===== src/rtl/icw_ocw_sequencer.sv =====
// ICW1..ICW4 initialization sequencer and OCW1..OCW3 command decoder.
// Each CPU write is captured while active and decoded on the clock where it ends.
module icw_ocw_sequencer #(
    parameter logic [7:0] IMR_RESET_VAL = 8'h00,
    parameter logic [7:0] ICW4_NONE_VAL = 8'h00
) (
    input  logic       clk,
    input  logic       reset_bar,
    input  logic       chip_select_bar,
    input  logic       write_bar,
    input  logic       A0,
    input  logic [7:0] internal_bus,
    output logic [7:0] icw1_reg,
    output logic [7:0] icw2_reg,
    output logic [7:0] icw3_reg,
    output logic [7:0] icw4_reg,
    output logic [7:0] imr,
    output logic [7:0] ocw2_cmd,
    output logic       ocw2_valid,
    output logic       poll_cmd,
    output logic [1:0] read_select,
    output logic       special_mask,
    output logic       init_done,
    output logic [2:0] init_state
);

    typedef enum logic [2:0] {
        UNINIT    = 3'd0,
        WAIT_ICW2 = 3'd1,
        WAIT_ICW3 = 3'd2,
        WAIT_ICW4 = 3'd3,
        READY     = 3'd4
    } state_t;

    state_t     state_reg;
    logic       wr_active;
    logic       wr_q_reg;
    logic       wa0_reg;
    logic [7:0] wdata_reg;
    logic       commit;
    logic       is_icw1;

    assign wr_active = ~chip_select_bar & ~write_bar;
    // A write takes effect on the first clock that sees it finished.
    assign commit    = wr_q_reg & ~wr_active;
    assign is_icw1   = commit & ~wa0_reg & wdata_reg[4];

    always_ff @(posedge clk or negedge reset_bar) begin
        if (!reset_bar) begin
            wr_q_reg  <= 1'b0;
            wa0_reg   <= 1'b0;
            wdata_reg <= 8'h00;
        end else begin
            wr_q_reg <= wr_active;
            if (wr_active) begin
                wdata_reg <= internal_bus;
                wa0_reg   <= A0;
            end
        end
    end

    always_ff @(posedge clk or negedge reset_bar) begin
        if (!reset_bar) begin
            state_reg    <= UNINIT;
            icw1_reg     <= 8'h00;
            icw2_reg     <= 8'h00;
            icw3_reg     <= 8'h00;
            icw4_reg     <= 8'h00;
            imr          <= IMR_RESET_VAL;
            ocw2_cmd     <= 8'h00;
            ocw2_valid   <= 1'b0;
            poll_cmd     <= 1'b0;
            read_select  <= 2'b10;
            special_mask <= 1'b0;
        end else begin
            ocw2_valid <= 1'b0;
            poll_cmd   <= 1'b0;
            if (is_icw1) begin
                icw1_reg     <= wdata_reg;
                imr          <= 8'h00;
                special_mask <= 1'b0;
                read_select  <= 2'b10;
                if (!wdata_reg[0])
                    icw4_reg <= ICW4_NONE_VAL;
                state_reg    <= WAIT_ICW2;
            end else begin
                case (state_reg)
                    UNINIT: ;
                    WAIT_ICW2: begin
                        if (commit && wa0_reg) begin
                            icw2_reg <= wdata_reg;
                            if (!icw1_reg[1])
                                state_reg <= WAIT_ICW3;
                            else if (icw1_reg[0])
                                state_reg <= WAIT_ICW4;
                            else
                                state_reg <= READY;
                        end
                    end
                    WAIT_ICW3: begin
                        if (commit && wa0_reg) begin
                            icw3_reg  <= wdata_reg;
                            state_reg <= icw1_reg[0] ? WAIT_ICW4 : READY;
                        end
                    end
                    WAIT_ICW4: begin
                        if (commit && wa0_reg) begin
                            icw4_reg  <= wdata_reg;
                            state_reg <= READY;
                        end
                    end
                    READY: begin
                        if (commit) begin
                            if (wa0_reg) begin
                                imr <= wdata_reg;
                            end else if (!wdata_reg[3]) begin
                                ocw2_cmd   <= wdata_reg;
                                ocw2_valid <= 1'b1;
                            end else begin
                                // OCW3 fields only change when their enable bit is set.
                                if (wdata_reg[1])
                                    read_select <= {1'b1, wdata_reg[0]};
                                if (wdata_reg[6])
                                    special_mask <= wdata_reg[5];
                                if (wdata_reg[2])
                                    poll_cmd <= 1'b1;
                            end
                        end
                    end
                    default: state_reg <= UNINIT;
                endcase
            end
        end
    end

    assign init_done  = (state_reg == READY);
    assign init_state = state_reg;

endmodule


===== config.mk =====
export PLATFORM = sky130hd
export DESIGN_NAME = icw_ocw_sequencer
export DESIGN_NICKNAME = d
export VERILOG_FILES = /design/src/rtl/icw_ocw_sequencer.sv
export SDC_FILE = /design/constraint.sdc
export NUM_CORES = 1
export LEC_CHECK = 0
export BUFFER_PORTS_ARGS = -buffer_cell sky130_fd_sc_hd__buf_2
export CORE_MARGIN = 4
export CORE_UTILIZATION = 40
export DETAILED_ROUTE_END_ITERATION = 7
export PLACE_DENSITY = 0.66
export SLEW_MARGIN = 0
export SYNTH_ARGS = -nofsm -noshare
export SYNTH_HDL_FRONTEND = slang
export SYNTH_SLANG_ARGS = --single-unit

===== constraint.sdc =====
create_clock -name clk -period 1.7 [get_ports clk]
set_input_delay 0.34 -clock clk [delete_from_list [all_inputs] [get_ports clk]]
set_output_delay 0.34 -clock clk [all_outputs]
set_load 0.1 [all_outputs]

; ---- Word level (Yosys, flattened, before mapping)
; Cells that the tools add are included.
[op_classes]
addsub = 0
n_mul = 0
div_mod_pow = 0
n_lt_le_gt_ge = 0
eq_ne = 10
n_shift = 0
mux = 38
bitwise_logic = 10
n_reduce_logical = 19
[op_table]
columns = operator, count
row1 = $mux W8, 8
row2 = $mux W3, 6
row3 = $mux W1, 17
row4 = $reduce_bool A2 Y1, 8
row5 = $reduce_and A5 Y1, 3
row6 = $mux W2, 6
row7 = $pmux W3 S4, 1
row8 = $reduce_and A3 Y1, 4
row9 = $ne A3 B3 Y1 const B, 3
row10 = $eq A3 B2 Y1 const B, 2
row11 = $not A1 Y1, 6
row12 = $and A1 B1 Y1, 4
row13 = $ne A2 B1 Y1 const B, 2
row14 = $reduce_and A4 Y1, 1
row15 = $eq A3 B1 Y1 const B, 1
row16 = $eq A3 B3 Y1 const B, 1
row17 = $logic_not A3 Y1, 1
row18 = $ne A2 B2 Y1 const B, 1
row19 = $reduce_or A2 Y1, 1
row20 = $logic_and A1 B1 Y1, 1
[totals]
reg_bits = 65
latch_bits = 0
mem_bits_rw = 0
mem_bits_ro = 0
inputBits = 13
output_inout_bits = 57
mem_count = 0

; ---- Logic depth before layout (Yosys ltp)
; Gate-level depths: netlist of the first run.
[logic_depth]
word_depth = 8
depth_mapped = 6

; ---- Least setup slack after synthesis of the first run
; Ideal clock, no wire load.
[synth_path]
path_type = register to register
from = register state_reg[2] (netlist: init_state[2])
to = register read_select[0]
arrival_ps = 2409
path_slack_ps = -843
path_stages_with_launch = 7
n_path_buf = 1
path_cell_list = dfrtp_1 or3b_1 buf_6 inv_2 a21oi_1 o41ai_1 o21ai_1
[synth_between]
elab_chain_len = 3
[synth_rtl]
columns = element, line_no
row1 = "start, declared", 35  ; state_t state_reg;
row2 = "start signal, assigned", 103  ; state_reg <= icw1_reg[0] ? WAIT_ICW4 : READY;
row3 = $eq A3 B3 Y1, -
row4 = named net init_done, 23  ; output logic init_done,
row5 = $reduce_bool A2 Y1 (no source line), -
row6 = $reduce_and A5 Y1 (no source line), -
row7 = "end signal, assigned", 122  ; read_select <= {1'b1, wdata_reg[0]};
row8 = "end, declared", 21  ; output logic [1:0] read_select,
; The timed path passes the listed nets, and every way through them passes these cells.
; A chain may end at the register's enable or synchronous reset.

; ---- Worst setup path in the final report of the first run
[layout_path]
from = register state_reg[0] (netlist: init_state[0])
to = output port init_done
[layout_between]
elab_chain_len = 1
[layout_rtl]
columns = element, line_no
row1 = $eq A3 B3 Y1, 136  ; assign init_done = (state_reg == READY);
row2 = "end, declared", 23
; Every way passes these cells.

==> impl_metrics.toml, run 1 <==
[grt]
grtUsageTotal = 0.170
grt_pass1_vias = 2052
grt_pass1_wl_um = 10800
overflow = 0
grt_max_degree = 65
antenna_found_initial = 0

[die]
die_h_um = 89.8
die-area_mm2 = 0.00807
pin_count = 70
start_util = 0.417
core_area_mm2 = 0.00642
chipWidth_um = 89.8
rows = 29

[clock_network]
cts_root_buffer = "clkbuf_8"
clock-sinks = 64
path_clk_slew_ns = 0.07
cts_tree = "yes"
cts_buffers = 9
clk-insertion-delay-late_ns = 0.34
cts_max_level = 3
ctsLongestPathBuffers = 2

[sta]
finalCritPeriodShare = 1.14
rsz0062_at_grt = "yes"
slew_headroom = 0.575
holdWs_ns = -0.000158
max_freq_mhz = 514
hold_viol = 1
final-setup-viol-count = 15
period_minus_slack_ns = 1.94
setup_ws_ns = -0.245
final.setup_skew_ns = 0.00601
slew_viol_final = 0
worstMarginPinSlew_ns = 0.634

[synthesis]
synthFlopType = "dfrtp_1"
synth_top_cell_area_share = 0.598
synth_edf_count = 0
syn-cell-area_mm2 = 0.00268
avgSynthCellArea_um2 = 12.2
async_flop_share = 1.00
synth.largest_area_cell = "dfrtp_1"
ys_types = 39
ys_ff_latch = 64
synthTopCellsByArea = "dfrtp_1 60%, mux2_4 7.3%, nand2_1 4.5%"
yosys_warnings = 0
syn_inst = 219
synth_nets = 232
ys_seq_area_frac = 0.598

[run_status]
outcome = "complete, but fails checks"
violations = "negative hold slack, negative setup slack"

[cells_and_area]
multi_input_area_mm2 = 0.00103
most-common-layout-cells = "65 x buf_2, 61 x dfrtp_1, 31 x nand2_1"
final_common_cell = "buf_2"
area_growth_pct = 34.1
nNetsFinal = 322
n_antenna_cell = 0
seq_area_mm2 = 0.00161
fill_cells = 549
final_cells = 391
final_area_mm2 = 0.00359
drive_gt1_frac = 0.475

[job]
drv_cap = 0

[worst_setup_path]
worstSetupPathType = "reg -> out"
critPathArrivalTime_ns = 1.60
cp_max_fo = 3
rr_worst_depth = 5
regToRegStartpoint = "init_state[0]$_DFFE_PN0P_"
reg2reg_slack_ns = -0.15
r2r-end = "ocw2_cmd[1]$_DFFE_PN0P_"
worst_setup_path_end_kind = "output pin"
critPathRequiredTime_ns = 1.36
critPathLaunchType = "register"

[route]
drc = 0
via_per_inst = 5.22
dr.first_iter.drc_count = 117
wire_per_inst_um = 17.0
drtPass1Iterations = 4
drt_wl_total_um = 6660
vias = 2042
final_antenna_net_count = 0

[placement]
placed_cells = 368
dp_hpwl_um = 4430
gp_congestion = 0.794
io_buffers = 67
place_area_mm2 = 0.00325

[worst_hold_path]
hp-class = "in -> async"
logic make-up (layout without fill, tap and decap cells):
| group | count (synthesis) | in the layout | synth area share |
|---|---|---|---|
| mux | 29 | 29 | 0.140 |
| simple gates | 64 | 64 | 0.118 |
| flops | 64 | 64 | 0.598 |
| buf+inv | 22 | 117 | 0.0397 |
| other cells | 2 | 2 | 0.00280 |
| compound gates | 38 | 38 | 0.101 |
critical path, stage by stage (launching register included):
cell and delay [ns]:
dfrtp_4 0.47, or3b_4 0.47, inv_12 0.08, buf_12 0.09, buf_12 0.16
worst max path at each step:
stage	from	end	slack, ns	cells after the start
2_1_floorplan	init_state[0]$_DFFE_PN0P_	ocw2_cmd[0]$_DFFE_PN0P_	-0.24	5
3_3_place_gp	init_state[0]$_DFFE_PN0P_	ocw2_cmd[7]$_DFFE_PN0P_	-0.03	5
3_5_place_dp	init_state[0]$_DFFE_PN0P_	ocw2_cmd[1]$_DFFE_PN0P_	-0.09	5
4_1_cts	init_state[1]$_DFFE_PN0P_	init_done	-0.32	5
5_1_grt	init_state[0]$_DFFE_PN0P_	init_done	-0.28	4
6_report	init_state[0]$_DFFE_PN0P_	init_done	-0.24	4
what timing repair did:
action,4_1_cts,5_1_grt
resized for setup,16,11
endpoints found under the setup margin,16,37
hold buffers,0,0
setup buffers,5,3
cloned,2,0
pin swaps,6,3
cell usage after synthesis, drive strengths merged, types with 3 or more instances:
cell type / count
clkbuf: 6
nand2b: 3
mux2: 28
o21ai: 13
inv: 6
buf: 10
nand3: 10
a32oi: 8
nor2: 9
nand2: 32
dfrtp: 64
a22o: 6
area by class of cell:
type | count | area share
flip-flops and latches | 64 | 0.449
multi-input cells | 133 | 0.287
repair buffers | 95 | 0.172
clock buffers | 13 | 0.0443
well taps | 77 | 0.0268
clock inverters | 3 | 0.0111
inverters | 6 | 0.00976
layer usage:
metal / part of all wire / GRT usage / vias to the layer above / wire (um)
met2: 0.46 / 0.252 / 90 / 3080
met1: 0.45 / 0.234 / 994 / 2990
met3: 0.072 / 0.0643 / 10 / 482
li1: - / - / 948 / -
met5: 0 / 0 / - / 0
met4: 0.016 / 0.0511 / 0 / 108
stage by stage:
stage	hold slack (ns)	util	worst slack, ns	TNS, ns
after floorplan	0.0444	-	-0.243	-2.41
after global placement	0.377	0.506	-0.0330	-0.365
after detailed placement	0.378	0.506	-0.0872	-0.932
after CTS	0.00294	0.553	-0.317	-3.21
after global routing	0.00241	0.559	-0.285	-2.61
final	-0.000158	0.559	-0.245	-2.11
Power of run 1 is not shown: default switching activity piles up to over one toggle a cycle in this logic, so the estimate is an artifact.
==> inputs of run 2 (changes only) <==
--- a/config.mk
+++ b/config.mk
@@ -6,7 +6,7 @@
 export NUM_CORES = 1
 export LEC_CHECK = 0
 export BUFFER_PORTS_ARGS = -buffer_cell sky130_fd_sc_hd__buf_2
-export CORE_MARGIN = 4
+export CORE_MARGIN = 5
 export CORE_UTILIZATION = 40
 export DETAILED_ROUTE_END_ITERATION = 7
 export PLACE_DENSITY = 0.66
==> run 2 against run 1 <==
Hold slack better by 0.21 ns. Global-route usage is 0.12 points lower. Final cell count is 1.0% lower. Clock-buffer cell count is 2 lower. Die area is 4.5% higher. Critical path depth is 1 lower. The run ends with negative setup slack left. Via count is 1.3% lower. Clock skew is 0.0018 ns higher. Sequential cell count stayed put.
==> impl_metrics.toml, run 2 (synthesis gave the netlist of run 1 again) <==
[worst_hold_path]
hp-class = "in -> reg"
worstHoldEndpoint = "wdata_reg[2]$_DFFE_PN0P_"
hold_path_depth = 3
hold_path_startpoint = "internal_bus[2]"

[die]
pin_count = 70
start_util = 0.417
rows = 29
chipWidth_um = 91.8
die-area_mm2 = 0.00843
die_h_um = 91.8
core_area_mm2 = 0.00642

[grt]
grt_max_degree = 35
overflow = 0
antenna_found_initial = 0
busiest_layer = "met2"
use_met2 = 0.268
grtUsageTotal = 0.169
grt_pass1_wl_um = 11100
grt_pass1_vias = 2127
grt.met3_usage = 0.0671
grt_use_met1 = 0.219

[clock_network]
cts_max_level = 3
path_clk_slew_ns = 0.07
clk-insertion-delay-late_ns = 0.34
ctsLongestPathBuffers = 2
cts_buffers = 9
clock-sinks = 64
cts_tree = "yes"
cts_root_buffer = "clkbuf_8"

[worst_setup_path]
critPathTopFamily = "flip-flops"
crit_buf_inv = 2
rr_worst_depth = 5
max_stage_delay_ns = 0.47
crit_chain = "or3b_4 > inv_12 > buf_12"
worstSetupPathType = "reg -> out"
critPathLaunchType = "register"
slowest_stage = "dfrtp_4"
regToRegStartpoint = "init_state[0]$_DFFE_PN0P_"
critPathRequiredTime_ns = 1.36
reg2reg_slack_ns = -0.13
worst_setup_path_end_kind = "output pin"
cp_max_fo = 2
critPathArrivalTime_ns = 1.50
r2r-end = "ocw2_cmd[7]$_DFFE_PN0P_"

[placement]
post-place-ws_ns = -0.0632
io_buffers = 67
gp_congestion = 0.860
dp_hpwl_um = 4590

[run_status]
violations = "negative setup slack"
outcome = "complete, but fails checks"

[sta]
max_freq_mhz = 545
period_minus_slack_ns = 1.84
hold_viol = 0
slew_viol_final = 0
holdWs_ns = 0.213
finalCritPeriodShare = 1.08
final-setup-viol-count = 7
slew_headroom = 0.547
setup_ws_ns = -0.135
rsz0062_at_grt = "yes"
final.setup_skew_ns = 0.00779
worstMarginPinSlew_ns = 0.675

[route]
wire_per_inst_um = 17.2
final_antenna_net_count = 0
dr.first_iter.drc_count = 136
vias = 2016
drt_wl_total_um = 6660
drc = 0
drtPass1Iterations = 5
via_per_inst = 5.21

[cells_and_area]
nNetsFinal = 319
final_common_cell = "buf_2"
most-common-layout-cells = "64 x buf_2, 61 x dfrtp_1, 32 x nand2_1"
area_growth_pct = 31.0
drive_gt1_frac = 0.455
n_antenna_cell = 0

[job]
drv_cap = 0
-- run 2: cell count changes in the layout (fill, tap and decap cells not counted), moves of 2 or more --
cell     before  now
buf_4        19   22
buf_6         8    2
o21ai_1       6    8
o21ai_2       2    0
-- run 2: layout make-up --
class,instances,area (um^2)
Clock buffer,11,141
Clock inverter,4,45.0
Fill cell,554,2910
Inverter,6,35.0
Multi-Input combinational cell,133,1010
Sequential cell,64,1610
Tap cell,77,96.3
Timing Repair Buffer,92,566
-- run 2: worst max-delay path by stage --
| stage | startpoint | to | slack, ns | depth (start not counted) |
|---|---|---|---|---|
| 2_1_floorplan | init_state[0]$_DFFE_PN0P_ | ocw2_cmd[0]$_DFFE_PN0P_ | -0.24 | 5 |
| 3_3_place_gp | write_bar | icw3_reg[0]$_DFFE_PN0P_ | -0.04 | 5 |
| 3_5_place_dp | write_bar | icw3_reg[0]$_DFFE_PN0P_ | -0.06 | 5 |
| 4_1_cts | init_state[1]$_DFFE_PN0P_ | init_done | -0.20 | 4 |
| 5_1_grt | init_state[0]$_DFFE_PN0P_ | init_done | -0.18 | 3 |
| 6_report | init_state[0]$_DFFE_PN0P_ | init_done | -0.14 | 3 |
-- run 2: repair_timing --
action,4_1_cts,5_1_grt
setup buffers,3,2
endpoints found under the hold margin,13,0
pin swaps,5,4
resized for setup,8,7
hold buffers,1,0
setup endpoints to repair,18,36
-- run 2: tightest hold or removal path: cells and delay by family --
| family | cells | cell delay (ns) |
|---|---|---|
| simple gates | 1 | 0.04 |
| compound gates | 1 | 0.06 |
| buf+inv | 1 | 0.08 |
-- run 2: routing by layer --
metal,up-vias,part of all wire
met2,80,0.48
li1,940,-
met5,-,0
met3,11,0.065
met4,0,0.011
met1,985,0.44
-- run 2: stage by stage --
step,cell area [um^2],instances,utilization,setup TNS (ns)
floorplan,2710,219,-,-2.41
global placement,3240,369,0.505,-0.386
detailed placement,3240,369,0.505,-0.703
CTS,3500,388,0.544,-1.32
global route,3510,387,0.546,-1.49
finish,3510,387,0.546,-0.886
Power of run 2 is left out for the same reason.
